## config.mk

```make
export PLATFORM = sky130hd
export DESIGN_NAME = rca_multiword_add_ctrl
export DESIGN_NICKNAME = d
export VERILOG_FILES = /design/src/rtl/rca_multiword_add_ctrl.sv
export SDC_FILE = /design/constraint.sdc
export NUM_CORES = 1
export LEC_CHECK = 0
export CELL_PAD_IN_SITES_DETAIL_PLACEMENT = 1
export CELL_PAD_IN_SITES_GLOBAL_PLACEMENT = 1
export CORE_MARGIN = 5
export CORE_UTILIZATION = 41
export CTS_CLUSTER_DIAMETER = 120
export DETAILED_ROUTE_END_ITERATION = 10
export PLACE_DENSITY_LB_ADDON = 0.15
export REMOVE_ABC_BUFFERS = 1
export SETUP_SLACK_MARGIN = 0.2
export SLEW_MARGIN = 30
export SYNTH_ARGS = -nofsm -noshare
export SYNTH_HDL_FRONTEND = slang
export SYNTH_SLANG_ARGS = --single-unit
```

## constraint.sdc

```tcl
create_clock -name clk -period 8.77 [get_ports clk]
set_clock_uncertainty 0.05 [all_clocks]
set_input_delay 1.3155 -clock clk [delete_from_list [all_inputs] [get_ports clk]]
set_output_delay 1.3155 -clock clk [all_outputs]
set_load 0.02 [all_outputs]
```

## src/rtl/rca_multiword_add_ctrl.sv

```systemverilog
// ---------------------------------------------------------------------------
// rca_multiword_add_ctrl
//   Multi-precision adder sequencer. One shared 16-bit ripple-carry adder
//   (rca_16b) processes one 16-bit slice per clock, least significant word
//   first. The carry between slices is held in a register. This trades
//   latency for area.
//
//   Optional feature macro: RCA_SUB_EN
//     When defined, a 'sub' input is added and the block computes A-B.
//     When undefined, the block is add-only.
//
// Ports
//   clk    in   1         clock; all state changes on the rising edge
//   rst    in   1         asynchronous, active-high reset
//   start  in   1         operation request; sampled only in IDLE
//   a, b   in   16*WORDS  operands; latched when start is accepted
//   c_in   in   1         carry into slice 0; latched when start is accepted
//   sub    in   1         (RCA_SUB_EN only) 1 = compute a-b; latched on accept
//   busy   out  1         high in RUN and DONE
//   done   out  1         one-cycle pulse; sum/c_out/ovf are valid from here
//   sum    out  16*WORDS  result register (slices are written progressively)
//   c_out  out  1         carry out of the top slice
//   ovf    out  1         two's-complement overflow of the full-width result
//
// Handshake: start is honoured only while busy is low. start pulses seen
// while busy is high are dropped, not queued. done rises exactly once per
// accepted start. The results hold until the next accepted start.
// ---------------------------------------------------------------------------

module rca_16b (
    input  logic [15:0] a,
    input  logic [15:0] b,
    input  logic        c_in,
    output logic [15:0] sum,
    output logic        c_out
);
    logic [16:0] c;

    assign c[0] = c_in;

    for (genvar i = 0; i < 16; i++) begin : g_bit
        assign sum[i]   = a[i] ^ b[i] ^ c[i];
        assign c[i + 1] = (a[i] & b[i]) | (c[i] & (a[i] ^ b[i]));
    end

    assign c_out = c[16];
endmodule

module rca_multiword_add_ctrl #(
    parameter int WORDS = 4
) (
    input  logic                clk,
    input  logic                rst,
    input  logic                start,
    input  logic [16*WORDS-1:0] a,
    input  logic [16*WORDS-1:0] b,
    input  logic                c_in,
`ifdef RCA_SUB_EN
    input  logic                sub,
`endif
    output logic                busy,
    output logic                done,
    output logic [16*WORDS-1:0] sum,
    output logic                c_out,
    output logic                ovf
);
    localparam int W     = 16 * WORDS;
    localparam int IDX_W = (WORDS > 1) ? $clog2(WORDS) : 1;

    typedef enum logic [1:0] {
        S_IDLE = 2'd0,
        S_RUN  = 2'd1,
        S_DONE = 2'd2
    } state_t;

    state_t             state;
    state_t             next_state;
    logic [IDX_W-1:0]   idx;
    logic               carry;
    logic [W-1:0]       op_a;
    logic [W-1:0]       op_b;
    logic               accept;
    logic               last;
    logic [15:0]        slice_a;
    logic [15:0]        slice_b;
    logic [15:0]        add_b;
    logic [15:0]        add_sum;
    logic               add_cout;
    logic               init_carry;

`ifdef RCA_SUB_EN
    logic               sub_q;
`endif

    assign accept = (state == S_IDLE) && start;
    assign last   = (idx == IDX_W'(WORDS - 1));

    // {idx, 4'b0} equals 16*idx, which selects the slice.
    assign slice_a = op_a[{idx, 4'b0000} +: 16];
    assign slice_b = op_b[{idx, 4'b0000} +: 16];

`ifdef RCA_SUB_EN
    // Subtraction is a + ~b + 1. The +1 comes from seeding the carry with 1.
    assign add_b      = sub_q ? ~slice_b : slice_b;
    assign init_carry = sub ? 1'b1 : c_in;
`else
    assign add_b      = slice_b;
    assign init_carry = c_in;
`endif

    rca_16b u_rca (
        .a     (slice_a),
        .b     (add_b),
        .c_in  (carry),
        .sum   (add_sum),
        .c_out (add_cout)
    );

    // FSM state register
    always_ff @(posedge clk or posedge rst) begin
        if (rst) begin
            state <= S_IDLE;
        end else begin
            state <= next_state;
        end
    end

    // FSM next-state logic
    always_comb begin
        next_state = state;
        case (state)
            S_IDLE:  if (start) next_state = S_RUN;
            S_RUN:   if (last)  next_state = S_DONE;
            S_DONE:  next_state = S_IDLE;
            default: next_state = S_IDLE;
        endcase
    end

    assign busy = (state == S_RUN) || (state == S_DONE);
    assign done = (state == S_DONE);

    // Datapath registers
    always_ff @(posedge clk or posedge rst) begin
        if (rst) begin
            idx   <= '0;
            carry <= 1'b0;
            op_a  <= '0;
            op_b  <= '0;
            sum   <= '0;
            c_out <= 1'b0;
            ovf   <= 1'b0;
`ifdef RCA_SUB_EN
            sub_q <= 1'b0;
`endif
        end else begin
            case (state)
                S_IDLE: begin
                    if (accept) begin
                        op_a  <= a;
                        op_b  <= b;
                        carry <= init_carry;
                        idx   <= '0;
`ifdef RCA_SUB_EN
                        sub_q <= sub;
`endif
                    end
                end
                S_RUN: begin
                    sum[{idx, 4'b0000} +: 16] <= add_sum;
                    carry                     <= add_cout;
                    idx                       <= idx + IDX_W'(1);
                    if (last) begin
                        c_out <= add_cout;
                        // add_b[15] is the effective B sign bit (already
                        // inverted for subtraction).
                        ovf   <= (slice_a[15] == add_b[15]) &&
                                 (add_sum[15] != slice_a[15]);
                    end
                end
                S_DONE: begin
                    idx   <= '0;
                    // Clearing carry keeps state from leaking between operations.
                    carry <= 1'b0;
                end
                default: begin
                    idx <= '0;
                end
            endcase
        end
    end
endmodule

```

# Word-level counts from Yosys, hierarchy flattened
# Index checks and enable logic that the tools add are counted.
# W data, S select, Z words.
# totals
ff_bits	199
input_bits	132
out_inout_bits	68
elab_cells	119
# op_classes
addsub	2
eq_ne	8
shifts	4
mux	8
bitwise	80
reduce_logical	9
# ops
cell	count
$shiftx A64 B7 Y16	2
$bwmux W64	1
$shift A16 B8 Y64 const A	1
$shiftx A16 B8 Y64	1
$and A1 B1 Y1	32
$xor A1 B1 Y1	32
$or A1 B1 Y1	16
$neg A6 Y8	1
$pmux W2 S2	2
$reduce_and A2 Y1	4
$mux W2	3
$ne A2 B2 Y1 const B	3
$eq A2 B2 Y1 const B	2
$pmux W1 S3	1
$reduce_bool A3 Y1	1
$add A2 B1 Y2 const B	1
$eq A2 B1 Y1 const B	1
$logic_and A1 B1 Y1	2
$logic_not A2 Y1	1
$eq A1 B1 Y1	1
$logic_or A1 B1 Y1	1
$mux W1	1
$ne A1 B1 Y1	1

# Depth between registers and ports, before layout
# Gate-level depths: netlist of the first run.
# logic_depth
ltp_word	35
depth_mapped	31
ltp_nobuf	29

# Hierarchy
# Synthesis of the first run repeated with hierarchy kept, for this count alone.
# unflattened
hier_cells	529
area_unflattened_um2	8639.5
# modules_own_cells
module	n_inst	cells_each	area_each_um2	seq_area_each_um2
rca_multiword_add_ctrl	1	503	8281.7	4979.8
rca_16b	1	26	357.8	0.0

# Least setup slack after synthesis of the first run
# Ideal clock, no wire load.
# synth_path
path_kind	register to register
start	register idx[1]
end	register ovf
setup_ps	95
t_arrival_ps	6749
required_time_ps	8625
path_slack_ps	1876
path_stages_with_launch	32
n_path_buf	2
synth_period_minus_slack_ps	6894
cell_sequence	dfrtp_1 > buf_2 > buf_2 > mux4_2 > inv_1 > fa_1 > fa_1 > fa_1 > fa_1 > inv_1 > fa_1 > inv_1 > fa_1 > inv_1 > fa_1 > inv_1 > fa_1 > fa_1 > inv_1 > fa_1 > fa_1 > inv_1 > fa_1 > fa_1 > inv_1 > fa_1 > inv_1 > fa_1 > inv_1 > fa_1 > xnor2_1 > o31ai_1
# synth_between
elab_chain_len	35
elab_cells_between_ends	69
classes_between	eq/ne (3); shift (2); bitwise (62); reduce/logical (2)
# synth_rtl
element	line	rtl
start, declared	78	logic [IDX_W-1:0] idx;
start signal, assigned	171	idx <= idx + IDX_W'(1);
$shiftx A64 B7 Y16, on equally long branches	99, 100	
$xor A1 B1 Y1	43	assign c[i + 1] = (a[i] & b[i]) | (c[i] & (a[i] ^ b[i]));
$and A1 B1 Y1	43	
$or A1 B1 Y1	43	
$and A1 B1 Y1	43	
$or A1 B1 Y1	43	
$and A1 B1 Y1	43	
$or A1 B1 Y1	43	
(+19 left out)	-	
$or A1 B1 Y1	43	
$and A1 B1 Y1	43	
$or A1 B1 Y1	43	
$and A1 B1 Y1	43	
$or A1 B1 Y1	43	
$xor A1 B1 Y1	42	assign sum[i] = a[i] ^ b[i] ^ c[i];
$ne A1 B1 Y1	177	(add_sum[15] != slice_a[15]);
$logic_and A1 B1 Y1	176	ovf <= (slice_a[15] == add_b[15]) &&
end signal, assigned	176	
end, declared	65	output logic ovf
# Several ways; a longest one is shown, not always the timed one.
# A chain may end at the register's enable or synchronous reset.

# Worst setup path in the final report of the first run
# layout_path
start	register idx[0]
end	register ovf
# The elaborated chain is that of the path after synthesis.

==> results of run 1 <==
[layout make-up]
class	count	area, µm²	share of cell area
clock buffers	18	439.2	0.03795
multi-input cells	327	3463	0.2992
flip-flops and latches	199	4982	0.4305
clock inverters	13	172.7	0.01492
well taps	275	344.1	0.02973
repair buffers	203	2026	0.1750
inverters	37	146.4	0.01265
[cell families after synthesis]
logic type,Yosys count
xor gates and xnor gates,1
and+or+nand+nor,63
muxes,162
AOI/OAI and AO/OA,73
buffers and inverters,69
DFF,199
adders and majority gates,28
[tightest hold or removal path, cell delays in order (launching register included)]
cell     delay [ns]
dfrtp_1        0.35
nand2_1        0.04
o21ai_0        0.06
[flip-flops by register name, summed over array words and instances (netlist names)]
signal,count
op_b,64
c_out,1
state,2
op_a,64
carry,1
idx,2
sum,64
ovf,1
[placed cells by master, fill, tap and decap left out, types with 2 or more instances in the layout]
master and instances:
a22o_1 24, buf_4 3, bufinv_16 3, clkbuf_16 17, clkdlybuf4s50_1 199, clkinv_4 3, clkinvlp_4 3, dfrtp_1 197
dfrtp_2 2, fa_1 16, ha_1 12, inv_1 36, inv_6 2, inv_8 2, mux2_2 130, mux4_2 32
nand2_1 48, nand2_4 2, nand2b_1 2, nor2b_1 2, nor3_1 2, o21ai_0 33, o21ai_2 10, o31ai_1 2
or3_1 3
[synth_stat cells]
| library cell | n | area [µm²] |
|---|---|---|
| nand2_4 | 1 | 11.26 |
| buf_4 | 1 | 7.510 |
| inv_1 | 37 | 138.9 |
| ha_1 | 12 | 150.1 |
| a22o_1 | 24 | 210.2 |
| buf_6 | 3 | 33.78 |
| o21ai_0 | 33 | 165.2 |
| a31oi_1 | 1 | 6.260 |
| a21oi_1 | 1 | 5.000 |
| clkbuf_1 | 9 | 33.78 |
| nor4b_2 | 1 | 15.01 |
| dfrtp_1 | 199 | 4980 |
| or4b_1 | 1 | 10.01 |
| buf_2 | 19 | 95.09 |
| nand2b_1 | 2 | 12.51 |
| fa_1 | 16 | 320.3 |
| o21ai_1 | 1 | 5.000 |
| mux2_2 | 130 | 1464 |
| or3_1 | 3 | 18.77 |
| nand2_2 | 1 | 6.260 |
| nand2_1 | 49 | 183.9 |
| o31ai_1 | 2 | 15.01 |
| nor2b_1 | 2 | 12.51 |
| nor3_1 | 3 | 15.01 |
| mux4_2 | 32 | 720.7 |
| o21a_1 | 1 | 7.510 |
| o21ai_2 | 10 | 87.58 |
| xnor2_1 | 1 | 8.760 |
[how the worst max path moves through the flow]
stage          endpoint  startpoint
2_1_floorplan       ovf      idx[0]
3_3_place_gp        ovf      idx[0]
3_5_place_dp        ovf      idx[0]
4_1_cts             ovf      idx[0]
5_1_grt             ovf      idx[0]
6_report            ovf      idx[0]
[metrics by stage]
step	setup WS, ns	util	std cells
after floorplan	0.9523	-	563
after global placement	1.389	0.5210	1041
after detailed placement	1.164	0.5212	1041
after CTS	1.081	0.5503	1072
after global routing	0.8030	0.5506	1072
final	1.211	0.5506	1072
[power by group]
| part | internal (µW) | switching (µW) |
|---|---|---|
| Sequential | 1330 | 266 |
| Combinational | 1100 | 1180 |
| Clock | 460 | 361 |
| Total | 2900 | 1810 |
[routing by layer]
metal  vias up  global-route usage  share of wire
met2       162              0.3309           0.50
li1       2481                   -              -
met5         -                   0              0
met4         0             0.06419          0.021
met3        33             0.05381          0.062
met1      2914              0.2576           0.42
==> impl_metrics.tcl, run 1 <==
set metrics [dict create \
    synth_top_family_by_area "multiplexers" \
    post_dp_cell_area_um2 10960 \
    setup_viol 0 \
    antenna_found_initial 0 \
    min_to "sum[18]" \
    maxCapViolCount 0 \
    grt.total_usage 0.2000 \
    clockBufferDepth 2 \
    grt_max_degree 113 \
    crit_fanout 16 \
    finalHoldViolations 0 \
    min_path_type "register to register" \
    ctsHoldBuffers 0 \
    overflow 0 \
    initialDrtViolationCount 226 \
    fin_nets 945 \
    path_delay_family "adder cells" \
    die_x_um 156 \
    design_area_um2 11570 \
    root_buffer "clkbuf_16" \
    cp.depth 29 \
    die-area_um2 24340 \
    cp_data_arrival_time_ns 7.84 \
    layout_worst_path_cycle_share 0.8619 \
    numClockSinks 199 \
    cp-end-kind "register" \
    power_density_nw_per_um2 406.5 \
    max_stage_delay_ns 0.77 \
    vias 5590 \
    ant_nets 0 \
    fin_hold_ws_ns 0.4336 \
    cts-buffers-inserted 17 \
    hp-start "sum[18]" \
    synthDistinctLibCells 28 \
    htree_levels 4 \
    yosys.area_share.adder 0.05383 \
    gp_congestion 0.7943 \
    synthesis.area_um2 8740 \
    rrSetupSlack_ns 1.21 \
    cts_resized 0 \
    cts.clk_slew.worst_paths_ns 0.07 \
    finalMaxSlewViolations 0 \
    grt_pass1_vias 6445 \
    io_pins 200 \
    synth-seq-cells 199 \
    rsz0062_at_grt "no" \
    drive_gt1_frac 0.2698 \
    insertion_delay_ns 0.44 \
    fin_crit_ns 7.559 \
    synthSimpleGateAreaFrac 0.03264 \
    path_buf_inv 10 \
    detailedPlacementHpwl_mm 16.83 \
    die_height_um 156 \
    r2r_end "ovf" \
    grt_pass1_wl_mm 37.14 \
    ys_seq_area_frac 0.5698 \
    synth_compound_area_frac 0.05741 \
    critPathRequiredTime_ns 9.06 \
    post-cts-setup-buffer-count 0 \
    clock.fmax_ghz 0.1323 \
    r2r_start "idx[0]" \
    port_buffers 199 \
    critPathLaunchType "register" \
    p_leak_uw 0.004892 \
    status "finished clean" \
    ys_warn_count 0 \
    antenna_cells 0 \
    vias_per_cell 5.215 \
    synthXorXnorAreaFrac 0.001002 \
    areaGrowthSynthToFinish_pct 32.43 \
    route.detailed.drc 0 \
    dr.pass1.iters 4 \
    netlist_instances 595 \
    worst_path_most_repeated_cell "fa_1" \
    avgSynthCellArea_um2 14.69 \
    synthMuxAreaShare 0.2500 \
    hold_depth 2 \
    p_total_uw 4705 \
    critPathKind "register to register" \
    routed_wl_mm 23.75 \
    peakVddDrop_mv 0.1764 \
    fill_cells 2021 \
    worstMarginPinSlew_ns 0.9970 \
    wire_per_inst_um 22.15 \
    start_util 0.4157 \
    r2r_cells 29 \
    crit_slowest_cell "dfrtp_2" \
    rows 53 \
    setup_tns_ns 0 \
    cts_tree "built" \
    core_area_um2 21020 \
    relSlewSlack 0.3302 \
]
(Power assumes the default switching activity.)
==> inputs of run 2 (changes only) <==
--- a/config.mk
+++ b/config.mk
@@ -9,5 +9,6 @@
 export CELL_PAD_IN_SITES_GLOBAL_PLACEMENT = 1
 export CORE_MARGIN = 5
-export CORE_UTILIZATION = 41
+export CORE_UTILIZATION = 42
+export CTS_BUF_LIST = sky130_fd_sc_hd__clkbuf_8
 export CTS_CLUSTER_DIAMETER = 120
 export DETAILED_ROUTE_END_ITERATION = 10
--- a/constraint.sdc
+++ b/constraint.sdc
@@ -3,3 +3,3 @@
 set_input_delay 1.3155 -clock clk [delete_from_list [all_inputs] [get_ports clk]]
 set_output_delay 1.3155 -clock clk [all_outputs]
-set_load 0.02 [all_outputs]
+set_load 0.05 [all_outputs]
==> run 2 against run 1 <==
Maximum frequency up 1.6%. Hold slack better by 0.0032 ns. Die area fell by 2.2%. Via count shrank 1.5%. First-iteration DRC count shrank 19%. Highest routed layer unchanged. Routed wire length is 4.1% lower.
==> impl_metrics.tcl, run 2 (synthesis results as in run 1) <==
set metrics [dict create \
    status "finished clean" \
    setup_viol 0 \
    cts_resized 0 \
    rrSetupSlack_ns 1.33 \
    gp_congestion 0.8180 \
    cp_data_arrival_time_ns 7.75 \
    fin_crit_ns 7.442 \
    power_density_nw_per_um2 409.0 \
    design_area_um2 11340 \
    crit_slowest_cell "fa_1" \
    worstMarginPinSlew_ns 0.9537 \
    htree_levels 4 \
    areaGrowthSynthToFinish_pct 29.78 \
    finalMaxSlewViolations 0 \
    ctsHoldBuffers 0 \
    antenna_cells 0 \
    drive_gt1_frac 0.2728 \
    start_util 0.4292 \
    die-area_um2 23790 \
    clockBufferDepth 2 \
    insertion_delay_ns 0.46 \
    critPathKind "register to register" \
    cts-buffers-inserted 17 \
    detailedPlacementHpwl_mm 16.80 \
    overflow 0 \
    wire_per_inst_um 21.29 \
    layout_common_cells "clkdlybuf4s50_1, dfrtp_1, mux2_2, nand2_1, inv_1" \
    grt_pass1_wl_mm 36.13 \
    setup_tns_ns 0 \
    initialDrtViolationCount 184 \
    finalHoldViolations 0 \
    p_total_uw 4638 \
    dr.pass1.iters 4 \
    peakVddDrop_mv 0.1825 \
    fill_cells 1976 \
    min_path_type "register to register" \
    layout_commonest_cell "clkdlybuf4s50_1" \
    post-cts-setup-buffer-count 0 \
    routed_wl_mm 22.76 \
    ant_nets 0 \
    grt.total_usage 0.1951 \
    critPathRequiredTime_ns 9.08 \
    port_buffers 199 \
    rsz0062_at_grt "no" \
    numClockSinks 199 \
    grt_max_degree 129 \
    fin_nets 946 \
    maxCapViolCount 0 \
    clock.fmax_ghz 0.1344 \
    core_area_um2 20360 \
    cts_tree "built" \
    fin_cells 1069 \
    relSlewSlack 0.3593 \
    crit_fanout 19 \
    vias 5504 \
    root_buffer "clkbuf_8" \
    path_delay_family "adder cells" \
    post_dp_cell_area_um2 10950 \
    placed_cells 1037 \
    die_height_um 154.3 \
    rows 52 \
    worst_path_most_repeated_cell "fa_1" \
    layout_worst_path_cycle_share 0.8486 \
    vias_per_cell 5.149 \
    die_x_um 154.3 \
    route.detailed.drc 0 \
    cp-end-kind "register" \
    grt_pass1_vias 6351 \
    io_pins 200 \
    critPathLaunchType "register" \
    p_leak_uw 0.004786 \
    antenna_found_initial 0 \
    finish.utilization 0.5570 \
    max_stage_delay_ns 0.49 \
    path_buf_inv 11 \
    reg_top3 "op_a: 64 flops, op_b: 64 flops, sum: 64 flops" \
    cts.clk_slew.worst_paths_ns 0.10 \
]
-- run 2: cell types whose count changed in the layout (fill, tap and decap cells not counted) --
cell / change
clkinvlp_4: +1
buf_4: +1
bufinv_16: -3
inv_8: +3
nor3_2: +1
clkbuf_16: -17
clkbuf_8: +16
clkinv_8: +1
nor3_1: -1
-- run 2: path summary, 6_finish.rpt --
kind                          from  endpoint  cells after the start
max reg2reg                 idx[0]       ovf                     30
max in group asynchronous      rst  op_a[35]                      3
min in group asynchronous      rst   op_b[1]                      2
min                        sum[18]   sum[18]                      2
max                         idx[0]       ovf                     30
min reg2reg                sum[18]   sum[18]                      2
-- run 2: cell type report --
| type | count | area (µm²) | area share |
|---|---|---|---|
| Sequential cell | 199 | 4982 | 0.4393 |
| Inverter | 37 | 151.4 | 0.01335 |
| Timing Repair Buffer | 204 | 2033 | 0.1793 |
| Clock inverter | 15 | 135.1 | 0.01191 |
| Clock buffer | 17 | 234.0 | 0.02063 |
| Tap cell | 270 | 337.8 | 0.02978 |
| Multi-Input combinational cell | 327 | 3468 | 0.3058 |
-- run 2: through the flow --
stage	setup slack, ns	hold slack, ns
6_report	1.328	0.4369
2_1_floorplan	0.9523	0.4243
5_1_grt	0.8898	0.4548
4_1_cts	1.265	0.4445
3_5_place_dp	1.316	0.4205
3_3_place_gp	1.447	0.4131
-- run 2: worst reg2reg max path: cells and delay by family (launching register included) --
family                   cells  cell delay (ns)
AO/OA/AOI/OAI                1             0.24
buffers and inverters       11             0.91
flip-flops                   1             0.44
XOR/XNOR                     1             0.17
multiplexers                 1             0.37
adder cells (fa/ha/maj)     16             5.14
-- run 2: power breakdown --
part | total, µW | internal [µW] | switching [µW]
Clock | 557 | 208 | 349
Sequential | 1550 | 1330 | 225
Combinational | 2530 | 1100 | 1430
Total | 4640 | 2640 | 2000
-- run 2: layer usage --
metal,vias up,GRT usage,part of all wire
li1,2473,-,-
met1,2876,0.2598,0.43
met2,141,0.3245,0.50
met3,14,0.04862,0.054
met4,0,0.04668,0.0095
met5,-,0,0
==> inputs of run 3 (changes only) <==
Settings changed: CORE_UTILIZATION 42 to 38.
Clock period 8.77 ns to 6.1 ns, I/O delays scaled along.
==> run 3 against run 2 <==
The flow now finishes with violations (setup timing). Largest cell class unchanged. Routed wire length grew 1.2%. Critical path type unchanged. Critical path depth decreased by 1. Sequential share of layout area fell by 0.57 points. Non-clock buffer count rose by 7. Via count up 1.3%. Final cell count up 1.9%. Critical endpoint unchanged. Combinational power is 54% higher. Maximum frequency increased by 11%. Core utilization down 4.9 points. Flip-flop and latch count is the same. First-iteration DRC count increased by 23%. Power up 51%.
==> impl_metrics.tcl, run 3 (synthesis results as in run 1) <==
set metrics [dict create \
    status "finished with violations" \
    violations "setup timing" \
    placed_cells 1057 \
    overflow 0 \
    die_x_um 161.7 \
    layout_commonest_cell "clkdlybuf4s50_1" \
    reg_top3 "op_a: 64 flops, op_b: 64 flops, sum: 64 flops" \
    power_switching_uw 2928 \
    power_frac_seq 0.320 \
    finalMaxSlewViolations 0 \
    layout_worst_path_cycle_share 1.097 \
    max_stage_delay_ns 0.45 \
    wire_per_inst_um 21.15 \
    endpoint "ovf" \
    intPower_uw 4063 \
    final-seq-area_um2 4982 \
    power_frac_comb 0.558 \
    route.detailed.drc 0 \
    antenna_found_initial 0 \
    rrSetupSlack_ns -0.59 \
    cts.clk_slew.worst_paths_ns 0.10 \
    grt_pass1_wl_mm 36.63 \
    fill_cells 2251 \
    r2r_start "idx[0]" \
    areaGrowthSynthToFinish_pct 31.50 \
    start_util 0.3860 \
    core_area_um2 22640 \
    worstMarginPinSlew_ns 0.8587 \
    min_path_type "register to register" \
    relSlewSlack 0.4260 \
    detailedPlacementHpwl_mm 17.17 \
    fin_cells 1089 \
    critPathLaunchType "register" \
    crit_path_start "idx[0]" \
    finalHoldViolations 0 \
    fin_crit_ns 6.693 \
    routed_wl_mm 23.04 \
    crit_slowest_cell "dfrtp_2" \
    cts_tree "built" \
    setup_viol 11 \
    r2r_end "ovf" \
    cp-end-kind "register" \
    finish.utilization 0.5076 \
    rows 55 \
    die-area_um2 26130 \
    peakVddDrop_mv 0.2407 \
    initialDrtViolationCount 227 \
    fin_nets 953 \
    die_height_um 161.7 \
    io_pins 200 \
    p_clk_frac 0.122 \
    insertion_delay_ns 0.46 \
    ctsHoldBuffers 0 \
    clock.fmax_ghz 0.1494 \
    p_total_uw 6990 \
    swShare 0.4188 \
    p_leak_uw 0.004833 \
    clockBufferDepth 2 \
    gp_congestion 0.7818 \
    rsz0062_at_grt "yes" \
    vias 5577 \
    critPathRequiredTime_ns 6.42 \
    r2r_cells 29 \
    ant_nets 0 \
    dr.pass1.iters 4 \
    htree_levels 4 \
    grt.total_usage 0.1803 \
    crit_fanout 4 \
    critPathKind "register to register" \
    vias_per_cell 5.121 \
    multi_input_area_um2 3525 \
    grt_max_degree 157 \
    grt_pass1_vias 6438 \
    drive_gt1_frac 0.3109 \
    numClockSinks 199 \
    power_density_nw_per_um2 608.3 \
    hold_depth 2 \
    finalWorstSetupSlack_ns -0.5927 \
    antenna_cells 0 \
    root_buffer "clkbuf_8" \
    cp_data_arrival_time_ns 7.01 \
    worst_path_most_repeated_cell "fa_2" \
    port_buffers 199 \
    cts-buffers-inserted 17 \
    maxCapViolCount 0 \
    layout_common_cells "clkdlybuf4s50_1, dfrtp_1, mux2_2, nand2_1, mux4_2" \
]
run 3: repair_timing:
item                                    CTS  global route
gates resized for setup                  31             3
buffers inserted                          1             1
pin swaps                                10             7
endpoints found under the setup margin   19            15
run 3: cell type report:
| class | count | share of cell area |
|---|---|---|
| Clock buffer | 19 | 0.02275 |
| Timing Repair Buffer | 211 | 0.1818 |
| Tap cell | 285 | 0.03103 |
| Clock inverter | 11 | 0.01100 |
| Sequential cell | 199 | 0.4335 |
| Inverter | 37 | 0.01317 |
| Multi-Input combinational cell | 327 | 0.3067 |
run 3: how the worst min path moves through the flow:
stage             start        to  slack (ns)
2_1_floorplan  op_a[18]  op_a[18]        0.42
3_5_place_dp    sum[35]   sum[35]        0.42
4_1_cts         sum[34]   sum[34]        0.45
3_3_place_gp    sum[48]   sum[48]        0.41
6_report        sum[55]   sum[55]        0.44
5_1_grt        op_a[32]  op_a[32]        0.48
run 3: per-stage QoR:
step	TNS [ns]	hold slack [ns]	setup WS, ns	cell area, µm²
CTS	-5.077	0.4470	-0.7242	11470
global placement	-8.047	0.4124	-0.9357	11010
floorplan	-79.69	0.4243	-1.718	8569
global route	-6.442	0.4759	-0.8294	11490
detailed placement	-10.72	0.4242	-1.111	11030
finish	-3.595	0.4419	-0.5927	11490
run 3: layer usage:
metal | routed length, µm | track usage | part of all wire
met5 | 0 | 0 | 0
met1 | 9998 | 0.2381 | 0.43
met3 | 1499 | 0.05608 | 0.065
met2 | 11350 | 0.2971 | 0.49
met4 | 191 | 0.03729 | 0.0083
run 3: worst max-delay path, delay by kind of cell (launching register included):
kind	cells	cell delay, ns
adders and majority gates	16	4.87
DFF	1	0.45
muxes	1	0.35
buffers and inverters	10	0.52
AOI/OAI and AO/OA	1	0.23
xor gates and xnor gates	1	0.15
run 3: power groups by stage:
stage / registers, µW / clock network, µW / logic [µW]
floorplan: 2690 / 0 / 2080
finish: 2240 / 851 / 3900
global route: 2300 / 933 / 4240
global placement: 2220 / 0 / 3610
detailed placement: 2270 / 0 / 3720
CTS: 2240 / 876 / 3940
